==> src/rtl/nmux_arb_if.sv <==
// nmux_arb_if: bundle of the arbiter's request and output handshake signals.
//
// Parameters
//   W  data width per channel in bits
//   M  number of request channels
//
// Signals (directions as seen by the arbiter, i.e. the slave modport)
//   req_valid_i  [M]    per-channel request valid
//   req_data_i   [M*W]  packed channel data, channel k at [k*W +: W]
//   req_ready_o  [M]    per-channel accept, at most one bit high
//   out_valid_o         output register holds valid data
//   out_data_o   [W]    registered selected data
//   out_sel_o    [SW]   index of the channel that produced out_data_o
//   out_ready_i         downstream accepts out_data_o this cycle
//
// Modports
//   slave   the arbiter itself
//   master  the environment driving requests and consuming the output
interface nmux_arb_if #(
    parameter int unsigned W = 32,
    parameter int unsigned M = 2
);
    localparam int unsigned SW = $clog2(M);

    logic [M-1:0]   req_valid_i;
    logic [M*W-1:0] req_data_i;
    logic [M-1:0]   req_ready_o;
    logic           out_valid_o;
    logic [W-1:0]   out_data_o;
    logic [SW-1:0]  out_sel_o;
    logic           out_ready_i;

    modport slave (
        input  req_valid_i,
        input  req_data_i,
        input  out_ready_i,
        output req_ready_o,
        output out_valid_o,
        output out_data_o,
        output out_sel_o
    );

    modport master (
        output req_valid_i,
        output req_data_i,
        output out_ready_i,
        input  req_ready_o,
        input  out_valid_o,
        input  out_data_o,
        input  out_sel_o
    );
endinterface

==> src/rtl/nmux_arb.sv <==
// nmux_arb: M-channel arbiter with a one-entry registered output stage.
//
// Picks one of M requesting channels (fixed priority or round-robin) and
// registers its W-bit data into an output register with a valid/ready
// handshake. Intended for sharing a single-ported resource between pipeline
// stages (e.g. fetch and memory stage on a unified memory port).
//
// Parameters
//   W     data width per channel in bits
//   M     number of input channels (M >= 2)
//   MODE  0 = fixed priority (lowest index wins), 1 = round-robin
//
// Ports
//   clk_i  clock, all state updates on the rising edge
//   rst_i  asynchronous active-high reset
//   bus    nmux_arb_if.slave: request valid/data/ready per channel and the
//          registered output valid/data/sel with out_ready_i backpressure
module nmux_arb #(
    parameter int unsigned W    = 32,
    parameter int unsigned M    = 2,
    parameter int unsigned MODE = 0
) (
    input  logic       clk_i,
    input  logic       rst_i,
    nmux_arb_if.slave  bus
);
    localparam int unsigned SW = $clog2(M);

    // Round-robin pointer: channel with highest priority for the next grant.
    logic [SW-1:0] ptr_q, ptr_d;

    // Output stage.
    logic          out_valid_q, out_valid_d;
    logic [W-1:0]  out_data_q, out_data_d;
    logic [SW-1:0] out_sel_q, out_sel_d;

    // Arbitration results.
    logic          gnt_found;
    logic [SW-1:0] gnt_idx;
    logic [W-1:0]  gnt_data;
    logic          can_load;
    logic [M-1:0]  req_ready;
    logic          xfer;

    // Output register may be refilled in the same cycle it drains.
    assign can_load = !out_valid_q || bus.out_ready_i;

    // Grant scan: first valid channel walking upward from the base index,
    // wrapping M-1 -> 0. Fixed priority is the same scan from base 0.
    always_comb begin
        logic [SW:0]   idx;
        logic [SW-1:0] base;
        gnt_found = 1'b0;
        gnt_idx   = '0;
        idx       = '0;
        base      = (MODE == 1) ? ptr_q : '0;
        for (int unsigned k = 0; k < M; k++) begin
            // One extra bit so base + k cannot overflow before the wrap.
            idx = {1'b0, base} + (SW+1)'(k);
            if (idx >= (SW+1)'(M)) begin
                idx = idx - (SW+1)'(M);
            end
            if (!gnt_found && bus.req_valid_i[idx[SW-1:0]]) begin
                gnt_found = 1'b1;
                gnt_idx   = idx[SW-1:0];
            end
        end
    end

    // Data of the granted channel.
    always_comb begin
        gnt_data = '0;
        for (int unsigned k = 0; k < M; k++) begin
            if (gnt_idx == SW'(k)) begin
                gnt_data = bus.req_data_i[k*W +: W];
            end
        end
    end

    // Accept goes to the granted channel only; held low throughout reset.
    always_comb begin
        req_ready = '0;
        if (!rst_i && can_load && gnt_found) begin
            req_ready[gnt_idx] = 1'b1;
        end
    end

    // req_ready is only ever set for a valid channel, so any ready bit is a transfer.
    assign xfer = |req_ready;

    // Next-state for the output stage. Draining leaves data/sel untouched.
    always_comb begin
        out_valid_d = out_valid_q;
        out_data_d  = out_data_q;
        out_sel_d   = out_sel_q;
        if (xfer) begin
            out_valid_d = 1'b1;
            out_data_d  = gnt_data;
            out_sel_d   = gnt_idx;
        end else if (bus.out_ready_i) begin
            out_valid_d = 1'b0;
        end
    end

    // Pointer moves just past the winner, so a continuously asserted channel
    // is served within M transfers.
    always_comb begin
        ptr_d = ptr_q;
        if (MODE == 1 && xfer) begin
            if (gnt_idx == SW'(M - 1)) begin
                ptr_d = '0;
            end else begin
                ptr_d = gnt_idx + 1'b1;
            end
        end
    end

    always_ff @(posedge clk_i or posedge rst_i) begin
        if (rst_i) begin
            out_valid_q <= 1'b0;
            out_data_q  <= '0;
            out_sel_q   <= '0;
            ptr_q       <= '0;
        end else begin
            out_valid_q <= out_valid_d;
            out_data_q  <= out_data_d;
            out_sel_q   <= out_sel_d;
            ptr_q       <= ptr_d;
        end
    end

    assign bus.req_ready_o = req_ready;
    assign bus.out_valid_o = out_valid_q;
    assign bus.out_data_o  = out_data_q;
    assign bus.out_sel_o   = out_sel_q;

endmodule

==> src/flat_wrapper.sv <==
// flat-port wrapper written by rule: the top's interface ports become plain ports
module nmux_arb_flat 
#(
    parameter int unsigned W    = 32,
    parameter int unsigned M    = 2,
    parameter int unsigned MODE = 0
)
  (clk_i, rst_i, bus_req_valid_i, bus_req_data_i, bus_out_ready_i, bus_req_ready_o, bus_out_valid_o, bus_out_data_o, bus_out_sel_o);
  nmux_arb_if #(.W(W), .M(M)) bus_i ();
  input  logic clk_i;
  input  logic rst_i;
  input wire logic [$bits(bus_i.req_valid_i)-1:0] bus_req_valid_i;
  input wire logic [$bits(bus_i.req_data_i)-1:0] bus_req_data_i;
  input wire logic [$bits(bus_i.out_ready_i)-1:0] bus_out_ready_i;
  output wire logic [$bits(bus_i.req_ready_o)-1:0] bus_req_ready_o;
  output wire logic [$bits(bus_i.out_valid_o)-1:0] bus_out_valid_o;
  output wire logic [$bits(bus_i.out_data_o)-1:0] bus_out_data_o;
  output wire logic [$bits(bus_i.out_sel_o)-1:0] bus_out_sel_o;
  assign bus_i.req_valid_i = bus_req_valid_i;
  assign bus_i.req_data_i = bus_req_data_i;
  assign bus_i.out_ready_i = bus_out_ready_i;
  assign bus_req_ready_o = bus_i.req_ready_o;
  assign bus_out_valid_o = bus_i.out_valid_o;
  assign bus_out_data_o = bus_i.out_data_o;
  assign bus_out_sel_o = bus_i.out_sel_o;
  nmux_arb #(.W(W), .M(M), .MODE(MODE)) u_core (.clk_i(clk_i), .rst_i(rst_i), .bus(bus_i));
endmodule
==> config.mk <==
export PLATFORM = sky130hd
export DESIGN_NAME = nmux_arb_flat
export DESIGN_NICKNAME = d
export VERILOG_FILES = /design/src/rtl/nmux_arb_if.sv /design/src/rtl/nmux_arb.sv /design/src/flat_wrapper.sv
export SDC_FILE = /design/constraint.sdc
export NUM_CORES = 1
export LEC_CHECK = 0
export BUFFER_PORTS_ARGS = -buffer_cell sky130_fd_sc_hd__buf_4
export CORE_MARGIN = 3
export CORE_UTILIZATION = 43
export DETAILED_ROUTE_END_ITERATION = 16
export PLACE_DENSITY = 0.8
export SLEW_MARGIN = 20
export SYNTH_ARGS = -nofsm -noshare
export SYNTH_HDL_FRONTEND = slang
export SYNTH_SLANG_ARGS = --single-unit
==> constraint.sdc <==
create_clock -name clk_i -period 1.5 [get_ports clk_i]
set_input_delay 0.15 -clock clk_i [delete_from_list [all_inputs] [get_ports clk_i]]
set_output_delay 0.15 -clock clk_i [all_outputs]
set_load 0.01 [all_outputs]
# ---- After elaboration in Yosys (flattened, before gate mapping)
# Index checks and enable logic that the tools add are counted.
dict set report op_classes {
  magnitude_cmp 2
  n_mux 9
  reduce_logical 10
}
# op count
set ops {}
lappend ops {{$mux 32} 1}
lappend ops {{$mux 1} 6}
lappend ops {{$logic_and 1x1->1} 4}
lappend ops {{$logic_not 1->1} 3}
lappend ops {{$lt 1x2->1 const B} 1}
lappend ops {{$mux 2} 1}
lappend ops {{$reduce_bool 2->1} 1}
lappend ops {{$reduce_or 2->1} 1}
lappend ops {{$demux 1 s1} 1}
lappend ops {{$ge 1x1->1 const B} 1}
lappend ops {{$logic_or 1x1->1} 1}
dict set report word_totals {
  reg_bits 34
  in_bits 69
  output_inout_bits 36
  wordCells 24
}

# ---- Depth between registers and ports, before layout
dict set report logic_depth {
  word_depth 11
  ltp_mapped 6
  ltp_nobuf 3
}

# ---- Worst setup path after synthesis
# OpenSTA, ideal clock, no wires.
dict set report synth_path {
  path_type {in2reg}
  startpoint {input port rst_i}
  endpoint {register u_core.out_data_q[11] (netlist: u_core.bus.out_data_o[11])}
  setup_ns 0.126
  t_arrival_ns 1.311
  required_ns 1.374
  path_slack_ns 0.063
  path_stages 4
  n_path_buf 1
  cell_sequence {inv_2 -> nand2_2 -> buf_2 -> a221o_1}
}
dict set report synth_via {
  elab_chain_cells 5
}
# element line
set synth_lines {}
lappend synth_lines {{start, declared} flat_wrapper.sv:11} ;# input logic rst_i;
lappend synth_lines {{$logic_not 1->1} nmux_arb.sv:83} ;# if (!rst_i && can_load && gnt_found) begin
lappend synth_lines {{$logic_and 1x1->1 (2 in a row)} nmux_arb.sv:83}
lappend synth_lines {{$mux 2} nmux_arb.sv:83}
lappend synth_lines {{$reduce_or 2->1} nmux_arb.sv:89} ;# assign xfer = |req_ready;
lappend synth_lines {{end signal, assigned} nmux_arb.sv:126} ;# out_data_q <= out_data_d;
lappend synth_lines {{end, declared} nmux_arb.sv:34} ;# logic [W-1:0] out_data_q, out_data_d;
# No other way between the ends.
# A chain may end at the register's enable or synchronous reset.

# ---- Final worst setup path
dict set report layout_path {
  startpoint {register u_core.out_valid_q (netlist: u_core.bus.out_valid_o)}
  endpoint {output port bus_req_ready_o[0]}
}
dict set report layout_via {
  elab_chain_cells 5
}
# element line
set layout_lines {}
lappend layout_lines {{start, declared} nmux_arb.sv:33} ;# logic out_valid_q, out_valid_d;
lappend layout_lines {{start signal, assigned} nmux_arb.sv:125} ;# out_valid_q <= out_valid_d;
lappend layout_lines {{$logic_not 1->1} nmux_arb.sv:46} ;# assign can_load = !out_valid_q || bus.out_ready_i;
lappend layout_lines {{$logic_or 1x1->1} nmux_arb.sv:46}
lappend layout_lines {{$logic_and 1x1->1 (2 in a row)} nmux_arb.sv:83}
lappend layout_lines {{$mux 2} nmux_arb.sv:83}
lappend layout_lines {{end, declared} flat_wrapper.sv:15} ;# output wire logic [$bits(bus_i.req_ready_o)-1:0] bus_req_ready_o;
# No other way between the ends.

==> flow_metrics.env <==
export IMPL_outcome="finished clean"
export IMPL_fin_crit_sh_pct=96.6
export IMPL_synth_top_family_by_area="compound AO/OA/AOI/OAI gates"
export IMPL_hold_violations=0
export IMPL_drive_above_1_share_pct=52.0
export IMPL_setup_tns_ns=0
export IMPL_drv_cap=0
export IMPL_fp_dieH_um=69.8
export IMPL_vias=1741
export IMPL_stdcell_count=298
export IMPL_worst_pin_slew_ns=0.683
export IMPL_antenna_found_initial=0
export IMPL_synth_simple_gate_area_share_pct=8.93
export IMPL_dpl_hpwl_um=3710
export IMPL_wl_per_cell_um=17.2
export IMPL_fin_hold_ws_ns=0.0899
export IMPL_cts_sinks=34
export IMPL_antenna_left=0
export IMPL_vdd_drop_max_mv=0.744
export IMPL_area_growth_pct=53.1
export IMPL_cts_tree="yes"
export IMPL_rsz0062_at_grt="no"
export IMPL_fp_row_count=22
export IMPL_setup_slack_ns=0.0506
export IMPL_die_w_um=69.8
export IMPL_fin_area_sq_um=2680
export IMPL_cts_max_level=2
export IMPL_syn_inst=140
export IMPL_coreArea_sq_um=3800
export IMPL_fmax_mhz=690
export IMPL_syn_avg_cell_area_sq_um=12.5
export IMPL_synth_nets=209
export IMPL_grt_pass1_wl_um=8410
export IMPL_synth_mux_area_share_pct=0
export IMPL_dpl_instance_area_sq_um=2520
export IMPL_synth_xor_area_share_pct=0
export IMPL_port_buffers=104
export IMPL_routed_wl_um=5110
export IMPL_synth_seq_cells=34
export IMPL_drc=0
export IMPL_grt_util_all_layers_pct=21.3
export IMPL_max_stage_delay_ns=0.42
export IMPL_clk_pin_slew_ns=0.07
export IMPL_synth_fa_ha_area_share_pct=0
export IMPL_powerDensity_nw_per_um2=1040
export IMPL_cts_root_buf="clkbuf_8"
export IMPL_place_ws_ns=0.0905
export IMPL_final_common_cell="buf_4"
export IMPL_critPathLaunchType="register"
export IMPL_yosys_warnings=0
export IMPL_ios=105
export IMPL_max_slew_margin_pct=54.4
export IMPL_num_antenna_cells=0
export IMPL_ys_types=21
export IMPL_cts_buffer_depth=2
export IMPL_syn_area_sq_um=1750
export IMPL_post_route_min_period_ns=1.45
export IMPL_drtIter0Drc=93
export IMPL_cts_buffers=5
export IMPL_routed_via_density=5.84
export IMPL_most_common_layout_cells="buf_4 (114), dfrtp_1 (34), a22oi_1 (18), o2bb2ai_1 (18), a221o_1 (14)"
export IMPL_fillCellCount=308
export IMPL_grt_max_degree=25
export IMPL_path_cells="nand2b_4, and3_4, buf_12, buf_4"
export IMPL_cp_slowest_cell="dfrtp_1"
export IMPL_p_leak_uw=0.00129
export IMPL_worstSkewPairLatency_ns=0.28
export IMPL_required_ns=1.35
export IMPL_clock_skew_ns=0.00159
export IMPL_nets=318
export IMPL_endpoint_kind="output pin"
export IMPL_path_delay_family="flip-flops"
export IMPL_gp_routability_congestion=0.731
export IMPL_ys_seq_area_share_pct=48.6
export IMPL_arrival_ns=1.30
export IMPL_grt_pass1_vias=1804
export IMPL_dr_pass1_iters=4
export IMPL_hold_path_class="primary input to register"
export IMPL_cp_buffers_inverters=2
export IMPL_maxSlewViolCount=0
export IMPL_die_area_sq_um=4880
export IMPL_setup_viol=0
export IMPL_place_inst=283
export IMPL_grt_overflow_total=0
export IMPL_critical_path_class="register to output pin"
export IMPL_critical_path_max_fanout=13
export IMPL_synth_compound_area_share_pct=34.5
export IMPL_initial_core_util_pct=46.1
## final timing paths
kind,start,to,slack (ns),cells past startpoint
min in group asynchronous,rst_i,u_core.bus.out_data_o[12],0.50,4
setup reg to reg,u_core.bus.out_valid_o,u_core.bus.out_data_o[19],0.07,5
setup / recovery,u_core.bus.out_valid_o,bus_req_ready_o[0],0.05,4
max in group asynchronous,rst_i,u_core.bus.out_data_o[26],0.59,4
hold / removal,bus_req_data_i[16],u_core.bus.out_data_o[16],0.09,2
hold reg to reg,u_core.bus.out_data_o[27],u_core.bus.out_data_o[27],0.49,1
## cells in the mapped netlist
cell type	count	area, sq um
a32o_1	9	90.1
buf_2	4	20.0
nor2b_4	1	13.8
nand2_2	1	6.26
o21ai_0	1	5.00
a22oi_1	18	135
nor2_2	1	6.26
nor2b_1	10	62.6
a221o_1	14	140
o2bb2ai_1	18	158
buf_6	7	78.8
o211ai_4	1	21.3
nor2_1	1	3.75
a21oi_1	1	5.00
and3_1	2	12.5
nand2b_4	1	13.8
inv_2	1	3.75
nor3b_1	5	37.5
buf_4	5	37.5
a41o_1	5	50.1
dfrtp_1	34	851
## registers in the layout, summed over array words and instances, names as in the netlist
signal                  count
u_core.bus.out_sel_o        1
u_core.bus.out_valid_o      1
u_core.bus.out_data_o      32
## metrics by stage
step / utilization [%] / total power [uW]
2_1_floorplan: - / 1610
3_3_place_gp: 66.4 / 2070
3_5_place_dp: 66.4 / 2080
4_1_cts: 70.4 / 2820
5_1_grt: 70.6 / 2940
6_report: 70.6 / 2800
## where the power goes
| part | total, uW | internal, uW | leakage (uW) | switching (uW) |
|---|---|---|---|---|
| Clock | 713 | 369 | 0.0000472 | 344 |
| Sequential | 1200 | 1080 | 0.000416 | 122 |
| Combinational | 881 | 520 | 0.000827 | 361 |
## kinds of logic after synthesis
| family | count (synthesis) |
|---|---|
| buffers and inverters | 17 |
| flip-flops | 34 |
| AND/OR/NAND/NOR | 22 |
| AO/OA/AOI/OAI | 67 |
## repair_timing
| item | in CTS | in global routing |
|---|---|---|
| hold buffers | 3 | 0 |
| setup buffers | 3 | 1 |
| setup endpoints to repair | 1 | 1 |
| resized for setup | 2 | 0 |
| endpoints found under the hold margin | 34 | 0 |
| cloned | 0 | 0 |
## per-layer routing
metal | up-vias | part of all wire [%] | track usage (%)
met5 | - | 0 | 0
met4 | 0 | 1.8 | 9.15
met3 | 8 | 12 | 8.70
met2 | 93 | 45 | 33.2
met1 | 842 | 41 | 25.9
li1 | 798 | - | -
## area by class of cell
class                   count  area (sq um)  share of cell area, %
repair buffers            118           906                   33.8
clock inverters             2          12.5                  0.467
inverters                   1          3.75                  0.140
clock buffers               6          82.6                   3.08
multi-input cells          89           766                   28.6
well taps                  48          60.1                   2.24
flip-flops and latches     34           851                   31.7
## worst reg2reg max path, cell delays in order (launching register included)
cell and delay [ns]:
dfrtp_1 0.40, nand2b_4 0.09, buf_4 0.15, buf_4 0.18, a41o_1 0.24, a221o_1 0.26
No activity file was read; power rests on OpenSTA's default activity.
